--- config.mk ---
export PLATFORM = sky130hd
export DESIGN_NAME = load_store_unit
export DESIGN_NICKNAME = d
export VERILOG_FILES = /design/src/rtl/load_store_unit.sv
export SDC_FILE = /design/constraint.sdc
export NUM_CORES = 1
export LEC_CHECK = 0
export ABC_AREA = 1
export CORE_MARGIN = 3
export CORE_UTILIZATION = 35
export DETAILED_ROUTE_END_ITERATION = 16
export PLACE_DENSITY = 0.65
export SLEW_MARGIN = 5
export SYNTH_ARGS = -nofsm -noshare
export SYNTH_HDL_FRONTEND = slang
export SYNTH_SLANG_ARGS = --single-unit
--- constraint.sdc ---
create_clock -name clk -period 3.55 [get_ports clk]
set_input_delay 0.5325 -clock clk [delete_from_list [all_inputs] [get_ports clk]]
set_output_delay 0.5325 -clock clk [all_outputs]
set_load 0.05 [all_outputs]
--- src/rtl/load_store_unit.sv ---
// RV32I load/store unit: accepts one core request at a time, checks legality and
// alignment, drives a 1-cycle-latency synchronous SRAM, and returns aligned/extended load data.
module load_store_unit #(
  parameter int unsigned ADDR_WIDTH = 12,
  parameter int unsigned WORD_WIDTH = 32
) (
  input  logic                  clk,
  input  logic                  rst_n,
  input  logic                  req_valid,
  output logic                  req_ready,
  input  logic                  req_we,
  input  logic [2:0]            req_funct3,
  input  logic [31:0]           req_addr,
  input  logic [WORD_WIDTH-1:0] req_wdata,
  output logic                  rsp_valid,
  output logic [WORD_WIDTH-1:0] rsp_rdata,
  output logic                  rsp_err,
  output logic [ADDR_WIDTH-1:0] mem_addr,
  output logic [3:0]            mem_be,
  output logic                  mem_we,
  output logic [WORD_WIDTH-1:0] mem_wdata,
  input  logic [WORD_WIDTH-1:0] mem_rdata
);

  typedef enum logic [1:0] {IDLE, ACCESS, WAIT, RESP} state_t;

  state_t state_q, state_d;

  logic                  we_q;
  logic [2:0]            funct3_q;
  logic [1:0]            lane_q;
  logic                  accept;
  logic                  req_bad;
  logic [WORD_WIDTH-1:0] store_data;
  logic [WORD_WIDTH-1:0] load_data;
  logic [WORD_WIDTH-1:0] shifted;
  logic [7:0]            byte_v;
  logic [15:0]           half_v;
  logic                  unused_addr_bits;

  // Address bits above the SRAM window are ignored, so addresses wrap.
  assign unused_addr_bits = ^req_addr[31:ADDR_WIDTH+2];

  assign accept = req_valid && (state_q == IDLE);

  always_comb begin
    req_bad = 1'b0;
    case (req_funct3)
      3'b000:  req_bad = 1'b0;
      3'b001:  req_bad = req_addr[0];
      3'b010:  req_bad = |req_addr[1:0];
      3'b100:  req_bad = req_we;
      3'b101:  req_bad = req_we | req_addr[0];
      default: req_bad = 1'b1;
    endcase
  end

  always_comb begin
    store_data = req_wdata;
    case (req_funct3[1:0])
      2'b00:   store_data = {4{req_wdata[7:0]}};
      2'b01:   store_data = {2{req_wdata[15:0]}};
      default: store_data = req_wdata;
    endcase
  end

  always_comb begin
    shifted   = mem_rdata >> {lane_q, 3'b000};
    byte_v    = shifted[7:0];
    half_v    = lane_q[1] ? mem_rdata[31:16] : mem_rdata[15:0];
    load_data = mem_rdata;
    case (funct3_q)
      3'b000:  load_data = {{24{byte_v[7]}}, byte_v};
      3'b001:  load_data = {{16{half_v[15]}}, half_v};
      3'b100:  load_data = {24'h0, byte_v};
      3'b101:  load_data = {16'h0, half_v};
      default: load_data = mem_rdata;
    endcase
  end

  always_ff @(posedge clk or negedge rst_n) begin
    if (!rst_n) begin
      state_q   <= IDLE;
      we_q      <= 1'b0;
      funct3_q  <= '0;
      lane_q    <= '0;
      mem_addr  <= '0;
      mem_wdata <= '0;
      rsp_err   <= 1'b0;
      rsp_rdata <= '0;
    end else begin
      state_q <= state_d;
      if (accept) begin
        we_q     <= req_we;
        funct3_q <= req_funct3;
        lane_q   <= req_addr[1:0];
        if (req_bad) begin
          rsp_err   <= 1'b1;
          rsp_rdata <= '0;
        end else begin
          mem_addr <= req_addr[ADDR_WIDTH+1:2];
          if (req_we) mem_wdata <= store_data;
        end
      end
      // Response registers change only on entry to RESP, so they hold in between.
      if (state_q == ACCESS && we_q) begin
        rsp_err   <= 1'b0;
        rsp_rdata <= '0;
      end
      if (state_q == WAIT) begin
        rsp_err   <= 1'b0;
        rsp_rdata <= load_data;
      end
    end
  end

  always_comb begin
    state_d   = state_q;
    req_ready = 1'b0;
    rsp_valid = 1'b0;
    mem_we    = 1'b0;
    mem_be    = 4'b0000;
    case (state_q)
      IDLE: begin
        req_ready = 1'b1;
        if (req_valid) state_d = req_bad ? RESP : ACCESS;
      end
      ACCESS: begin
        mem_we = we_q;
        if (we_q) begin
          case (funct3_q[1:0])
            2'b00:   mem_be = 4'b0001 << lane_q;
            2'b01:   mem_be = lane_q[1] ? 4'b1100 : 4'b0011;
            default: mem_be = 4'b1111;
          endcase
        end else begin
          mem_be = 4'b1111;
        end
        state_d = we_q ? RESP : WAIT;
      end
      WAIT: state_d = RESP;
      RESP: begin
        rsp_valid = 1'b1;
        state_d   = IDLE;
      end
      default: state_d = IDLE;
    endcase
  end

endmodule

==> results.ini <==
[global_routing]
grt_antenna_before_repair=0
grt_pass1_vias=4677
grt_overflow=0
track_usage=0.210
grt_max_degree=86
grt_pass1_wl_mm=24.0

[logic_synthesis]
yosys_warnings=0
syn-instance-count=636
ys_ff_latch=85
netlist_area_sq_mm=0.00457
syn_nets=744
avgSynthCellArea_sq_um=7.19
ys_types=25
yosysSeqAreaShare=0.465

[floorplan]
dieArea_sq_mm=0.0145
io-pin-count=187
fp.coreArea_sq_mm=0.0127
rows=41
start_util=0.361
die_width_um=120
die_y_um=120

[clocking]
post-cts-setup-buffer-count=0
root_buffer=clkbuf_16
clkTransAtPathRegs_ps=60
h-tree-depth=3
holdBufCountCts=0
cts_max_path_buffers=2
cts_buffers=9
cts-resized-gates=0
cts_sinks=85
insertion_delay_ps=340
cts_tree=built

[placed_design]
dpl.hpwl_mm=10.5
place_ws_ps=694
io_buffers=168
gp_congestion=0.881

[worst_setup_path]
cpPeakStageDelay_ps=830
cp_cell_sequence=inv_2 -> o21ai_0 -> a21oi_1 -> clkdlybuf4s50_1
critPathKind=flip-flop to output port
cp_data_required_time_ps=3020
worstPathArrival_ps=2510
critPathLaunchType=flip-flop
cp_slowest_cell=clkdlybuf4s50_1
path_max_fanout=20
worst_setup_path_end_kind=output port

[timing]
worst_pin_slew_ps=1100
relSlewSlack=0.266
whs_ps=370
min_period_ps=3050
report.final.hold_viol_count=0
slew_viol_final=0
setup_viol=0
layout_setup_ws_ps=504
max_freq_ghz=0.328
grt_setup_unrepaired=false
fin_tns_setup_ps=0
period_share=0.858
skew_ps=9.28

[power]
p_leak_nw=3.28
peakVddDrop_uv=477
p_per_area_mw_per_mm2=956

[detailed_routing]
drcViolationCount=0
drtIter0Drc=299
wl_mm=15.1
postRouteAntennaNets=0
dr.pass1.iters=7
vias_per_cell=5.04
routedWlPerCell_um=15.8
vias=4828

[cells_and_area]
drive_above_1_share=0.0395
num-nets-final=890
diodes=0
syn_to_final_growth_pct=44.5

[job]
drv_cap=0

[worst_hold_path]
hold_class=input pin to async pin

[status]
status=finished, final reports clean

[state kept, by name (all words and copies together), names as in the netlist]
| signal | cells |
|---|---|
| funct3_q | 3 |
| we_q | 1 |
| mem_addr | 12 |
| mem_wdata | 32 |
| lane_q | 2 |
| rsp_rdata | 32 |
| rsp_err | 1 |
| state_q | 2 |
[routing by layer]
metal / track usage / part of all wire / wire length, um
met5: 0 / 0 / 0
met4: 0.0970 / 0.031 / 469
met3: 0.0702 / 0.099 / 1490
met2: 0.312 / 0.43 / 6550
met1: 0.277 / 0.44 / 6560
[layout make-up]
class	count	area (sq um)
sequential	85	2130
inverter	36	135
tap	172	215
multi-input combinational	475	2130
clock inverter	4	26.3
clock buffer	10	239
timing repair buffer	175	1730
fill	1246	6060
[placed cells by master (no fill, tap or decap), drive strengths merged]
master / instances
o211ai: 7
nor2: 43
buf: 8
a21boi: 1
clkbuf: 10
nand2: 264
clkinv: 4
ha: 5
nand4: 32
dfrtp: 85
nand3b: 1
a22oi: 1
clkinvlp: 1
inv: 35
nand3: 74
clkdlybuf4s50: 167
a21oi: 22
o21ai: 25
[synthesized netlist by cell type]
| master | count | area (sq um) |
|---|---|---|
| a21boi_0 | 1 | 7.51 |
| a21oi_1 | 21 | 105 |
| a21oi_4 | 1 | 16.3 |
| a22oi_1 | 1 | 7.51 |
| buf_1 | 2 | 7.51 |
| buf_2 | 15 | 75.1 |
| buf_4 | 1 | 7.51 |
| buf_6 | 1 | 11.3 |
| clkbuf_1 | 21 | 78.8 |
| clkinv_1 | 1 | 3.75 |
| dfrtp_1 | 85 | 2130 |
| ha_1 | 5 | 62.6 |
| inv_1 | 33 | 124 |
| inv_2 | 2 | 7.51 |
| nand2_1 | 263 | 987 |
| nand2_2 | 1 | 6.26 |
| nand3_1 | 72 | 360 |
| nand3_2 | 2 | 20.0 |
| nand3b_1 | 1 | 7.51 |
| nand4_1 | 32 | 200 |
| nor2_1 | 41 | 154 |
| nor2_2 | 1 | 6.26 |
| nor2_4 | 1 | 11.3 |
| o211ai_1 | 7 | 52.6 |
| o21ai_0 | 25 | 125 |
[kinds of logic (layout without fill, tap and decap cells)]
| kind of cell | Yosys count | count (layout) | synth area share |
|---|---|---|---|
| AO/OA/AOI/OAI | 56 | 56 | 0.0687 |
| adder cells (fa/ha/maj) | 5 | 5 | 0.0137 |
| buffers and inverters | 76 | 225 | 0.0690 |
| flip-flops | 85 | 85 | 0.465 |
| AND/OR/NAND/NOR | 414 | 414 | 0.383 |
[power by group]
| part | switching [mW] | leakage [nW] | total (mW) | internal, mW |
|---|---|---|---|---|
| clock | 0.386 | 0.130 | 0.870 | 0.484 |
| combinational | 2.59 | 2.06 | 3.77 | 1.19 |
| sequential | 0.305 | 1.09 | 1.68 | 1.37 |
[worst paths after layout]
path,startpoint,to,slack [ps],cells after the start
setup / recovery,lane_q[1]$_DFFE_PN0P_,mem_be[1],500,4
hold / removal,rst_n,rsp_rdata[6]$_DFFE_PN0P_,370,1
setup reg to reg,state_q[0]$_DFFE_PN0P_,mem_wdata[3]$_DFFE_PN0P_,1090,7
hold reg to reg,mem_wdata[26]$_DFFE_PN0P_,mem_wdata[26]$_DFFE_PN0P_,470,2
max in group asynchronous,rst_n,mem_addr[1]$_DFFE_PN0P_,2450,1
min in group clk,mem_wdata[26]$_DFFE_PN0P_,mem_wdata[26]$_DFFE_PN0P_,470,2
[per-stage QoR]
stage	utilization	instances	instance area [sq um]	power [mW]
3_3_place_gp	0.500	943	6340	5.42
5_1_grt	0.521	957	6610	6.73
3_5_place_dp	0.500	943	6340	5.46
4_1_cts	0.521	957	6610	6.37
6_report	0.521	957	6610	6.32
2_1_floorplan	-	636	4570	4.20
[worst max-delay path, delay by kind of cell, from the launching register on]
family          cells  cell delay, ps
compound gates      2             330
buf+inv             2            1200
flops               1             630
(Power assumes the default switching activity.)
==> patch 1, RTL diff (config.mk and constraints unchanged) <==
Reset style: synchronous (`rst_n`), changed in one clocked block.
--- a/src/rtl/load_store_unit.sv
+++ b/src/rtl/load_store_unit.sv
@@ -78,7 +78,7 @@
     endcase
   end
 
-  always_ff @(posedge clk or negedge rst_n) begin
+  always_ff @(posedge clk) begin
     if (!rst_n) begin
       state_q   <= IDLE;
       we_q      <= 1'b0;
Function: differs if rst_n is asserted again (counterexample within 4 cycles, from zero or initial values and one cycle with rst_n low); with rst_n held inactive, the same outputs for 10 cycles.
==> patch 1 against the original RTL <==
- synthesized area decreased by 7.0%
- core utilization increased by 1.6 points
- cell area decreased by 5.1%
- non-clock buffer count increased by 1
- clock skew decreased by 0.0032 ns
- power decreased by 33%
- worst setup slack improved by 0.15 ns
- clock power increased by 13%
- routed wire length decreased by 6.7%
- sequential cell count unchanged
- critical path depth increased by 1
- worst hold slack improved by 0.083 ns
- critical path type unchanged
- largest cell class unchanged
==> patch 1: results (changes against the original RTL) <==
outcome:
  outcome: "complete, no violations"
logic_synthesis:
  synth_fa_ha_area_share_pct: 1.47  # +0.10 points
  synth_compound_area_share_pct: 16.6  # +9.7 points
  async_reset_ff_share_pct: 0  # -100 points
  ys.flop_type: "dfxtp_1"
  syn_inst: 633  # -0.47%
  synth_seq_area_share_pct: 40.0  # -6.5 points
  ys_types: 26  # +4.0%
  synth_area_leaders: "dfxtp_1 40%, nand2_1 14%, a21oi_1 12%"
  synth_common_cells: "164 x nand2_1, 98 x a21oi_1, 85 x dfxtp_1, 85 x nand3_1, 52 x nor2_1"
  synth_nets: 741  # -0.40%
cells_and_area:
  layout-drive-gt1-share_pct: 4.99  # +1.0 points
  multi_input_gates: 463  # -2.5%
  inverters: 41  # +14%
  clock_area_share_pct: 4.97  # +0.96 points
  buf_share_pct: 28.0  # +1.8 points
  nets: 884  # -0.67%
  final_cell_count_no_fill: 924  # -3.4%
  buffers_excl_clock: 176  # +0.57%
  register_area_sq_mm: 0.00170  # -20%
  clock_buffers: 12  # +2
  fill_cells: 1157  # -7.1%
  multi_input_area_sq_mm: 0.00216  # +1.5%
die:
  dieArea_sq_mm: 0.0135  # -6.6%
global_route:
  grt_pass1_vias: 4640  # -0.79%
  grtUsageMet2_pct: 34.7  # +3.6 points
  grt_max_degree: 46  # -47%
  grt_pass1_wl_um: 22400  # -6.6%
  met3_usage_pct: 6.06  # -0.95 points
  track_usage_pct: 20.8  # -0.17 points
  grt.met1_usage_pct: 25.5  # -2.2 points
place:
  placed_cells: 908  # -3.7%
  gp_congestion: 0.850  # -3.5%
  dpl_cell_area_sq_mm: 0.00596  # -6.1%
  dp_hpwl_um: 10200  # -3.0%
drt:
  drt_iter0_drc: 355  # +19%
  drt_pass1_iterations: 5  # -2
  wl_met2_um: 6490  # -0.89%
  dr_wl_met3_um: 1360  # -8.9%
  wire_per_inst_um: 15.2  # -3.4%
  wl_met1_um: 5930  # -9.7%
  vias: 4721  # -2.2%
hold_path:
  hp-class: "reg -> reg"
timing:
  fin_skew_ns: 0.00604  # -0.00324 ns
  maxSlewHeadroom_pct: 41.6  # +15 points
  timing.hold.ws_ns: 0.453  # +0.0831 ns
worst_setup_path:
  cp-startpoint: "funct3_q[0]"
  critPathMaxFanout: 10  # -50%
  r2r_start: "state_q[0]"
  reg2reg_slack_ns: 1.38  # +0.29 ns
  critPathArrivalTime_ns: 2.36  # -0.15 ns
  r2r-end: "rsp_rdata[9]"
  crit_end: "mem_be[0]"
pwr:
  power.leakage_nw: 2.51  # -24%
  peakVddDrop_uv: 267  # -44%
patch 1: cell count changes after synthesis, moves of 5 or more:
cell | unedited run | this run
nor2_1 | 41 | 52
dfxtp_1 | 0 | 85
nand3_1 | 72 | 85
dfrtp_1 | 85 | 0
a21oi_1 | 21 | 98
o21ai_0 | 25 | 32
nand4_1 | 32 | 9
buf_4 | 1 | 6
nand2_1 | 263 | 164
buf_2 | 15 | 7
patch 1: power by group:
group | switching [mW] | leakage, nW | internal, mW
clock | 0.397 | 0.149 | 0.588
combinational | 1.39 | 1.67 | 0.652
sequential | 0.0973 | 0.691 | 1.11
total | 1.89 | 2.51 | 2.35
patch 1: stage by stage:
step,setup WS (ns),util (%),total power [mW]
floorplan,1.36,-,2.66
global placement,0.811,51.1,3.24
detailed placement,0.763,51.1,3.27
CTS,0.670,53.7,4.27
global route,0.554,53.7,4.49
finish,0.656,53.7,4.24
==> patch 2, RTL diff (same settings) <==
Without the edit above. The parameter `ADDR_WIDTH` goes from 12 to 13.
--- a/src/rtl/load_store_unit.sv
+++ b/src/rtl/load_store_unit.sv
@@ -1,7 +1,7 @@
 // RV32I load/store unit: accepts one core request at a time, checks legality and
 // alignment, drives a 1-cycle-latency synchronous SRAM, and returns aligned/extended load data.
 module load_store_unit #(
-  parameter int unsigned ADDR_WIDTH = 12,
+  parameter int unsigned ADDR_WIDTH = 13,
   parameter int unsigned WORD_WIDTH = 32
 ) (
   input  logic                  clk,
Ports: changed (resized mem_addr); port bits go from 187 to 188. No check against the original RTL was run, so the function may have changed too.
==> patch 2 against the original RTL <==
- via count grew 1.7%
- critical path depth is the same
- cell area grew 1.9%
- synthesized area grew 1.9%
- clock power grew 10%
- routed wire length grew 3.1%
- sequential cell count grew 1
- count of clock-buffer cells in the layout is the same
- worst setup slack gained 0.036 ns
- power grew 2.6%
- critical path type unchanged
- largest power group unchanged
- highest routed layer unchanged
==> patch 2: results (changes against the original RTL) <==
worst_setup_path:
  r2r-end: "rsp_rdata[24]"
  critPathArrivalTime_ns: 2.48  # -0.03 ns
  critPathMaxStageDelay_ns: 0.84
  reg2reg_slack_ns: 1.13  # +0.04 ns
  critPathMaxFanout: 20  # unchanged
  worst_path_max_delay_cell: "clkdlybuf4s50_1"
  path_delay_family: "buffers and inverters"
  r2r_start: "funct3_q[1]"
  ff2ff_path_depth: 8  # +1
cells_and_area:
  layout-drive-gt1-share_pct: 4.91  # +0.96 points
  diodes: 0  # unchanged
  nets: 899  # +1.0%
  register_area_sq_mm: 0.00215  # +1.2%
  fill_cells: 1265  # +1.5%
  reg.largest.list: "mem_wdata (32), rsp_rdata (32), mem_addr (13)"
global_route:
  grt_pass1_wl_um: 25000  # +4.1%
  grt_max_degree: 48  # -44%
  grt_pass1_vias: 4811  # +2.9%
  track_usage_pct: 21.7  # +0.74 points
  antenna_found_initial: 0  # unchanged
hold_path:
  hp-class: "in -> async"
drt:
  wire_per_inst_um: 16.1  # +2.0%
  drt_iter0_drc: 342  # +14%
  avgViaCountPerCell: 5.08  # +0.67%
  drt_pass1_iterations: 4  # -3
clocking:
  cts_made_buffers: 9  # unchanged
  clk_latency_ns: 0.35
  cts.path.max_buffers: 2  # unchanged
  cts_resized: 0  # unchanged
  path_clk_slew_ns: 0.06  # about the same
  root_buffer: "clkbuf_16"
  h-tree-depth: 3  # unchanged
  postCtsSetupBuffers: 0  # unchanged
logic_synthesis:
  synth_nets: 749  # +0.67%
  yosysWarnings: 0  # unchanged
  synth_area_leaders: "dfrtp_1 46%, nand2_1 21%, nand3_1 7.8%"
  async_reset_ff_share_pct: 100  # unchanged
  synth_common_cells: "263 x nand2_1, 86 x dfrtp_1, 73 x nand3_1"
  ys.flop_type: "dfrtp_1"
  synth_seq_area_share_pct: 46.2  # -0.33 points
  ys_types: 26  # +4.0%
outcome:
  outcome: "complete, no violations"
place:
  io_buffers: 170  # +1.2%
  gp_congestion: 0.843  # -4.4%
  dp_hpwl_um: 11300  # +7.1%
  dpl_cell_area_sq_mm: 0.00644  # +1.5%
timing:
  fin_skew_ns: 0.00753  # -0.00176 ns
  timing.hold.ws_ns: 0.205  # -0.165 ns
  tightest_slew_ns: 0.936  # -0.165 ns
pwr:
  power.leakage_nw: 3.35  # +2.2%
  peakVddDrop_uv: 538  # +13%
[patch 2: layout make-up]
type	count	share of cell area (%)
clock buffers	10	3.55
clock inverters	5	0.855
inverters	36	2.04
multi-input cells	478	32.1
flip-flops and latches	86	32.0
well taps	172	3.20
repair buffers	180	26.3
[patch 2: cell families (layout without fill, tap and decap cells)]
| family | after synthesis | count (layout) | share of synthesized area [%] |
|---|---|---|---|
| fa+ha+maj | 5 | 5 | 1.34 |
| compound gates | 56 | 56 | 6.58 |
| flops | 86 | 86 | 46.2 |
| simple gates | 417 | 417 | 38.2 |
| buf+inv | 77 | 231 | 7.68 |
[patch 2: worst max-delay path by stage]
stage | from | end | slack [ns]
after floorplan | lane_q[1] | mem_be[1] | 1.37
after global placement | lane_q[1] | mem_be[1] | 0.86
after detailed placement | req_funct3[1] | mem_wdata[12] | 0.80
after CTS | lane_q[1] | mem_be[1] | 0.50
after global routing | lane_q[1] | mem_be[1] | 0.37
final | lane_q[1] | mem_be[1] | 0.54
[patch 2: metrics by stage]
step	instances	total power, mW	worst slack, ns
after floorplan	641	4.27	1.37
after global placement	952	5.48	0.865
after detailed placement	952	5.55	0.803
after CTS	967	6.53	0.501
after global routing	967	6.90	0.368
final	967	6.48	0.540
[patch 2: where the power goes]
group / switching [mW] / internal, mW / total [mW] / leakage (nW)
Clock: 0.399 / 0.562 / 0.961 / 0.149
Combinational: 2.64 / 1.20 / 3.85 / 2.10
Sequential: 0.286 / 1.39 / 1.67 / 1.11
Total: 3.33 / 3.15 / 6.48 / 3.35
[patch 2: worst reg2reg max path, cell delays in order (launching register included)]
cell and delay (ns):
dfrtp_1 0.49, buf_4 0.24, inv_2 0.41, nand2_2 0.25, nor2_1 0.21, nand3_2 0.23
nand2_2 0.33, nand2_1 0.12, nand2_1 0.08
[patch 2: metal layers]
layer / global-route usage (%) / part of all wire [%]
met4: 6.79 / 2.2
met5: 0 / 0
met3: 8.44 / 9.4
met1: 27.3 / 43
met2: 34.4 / 46
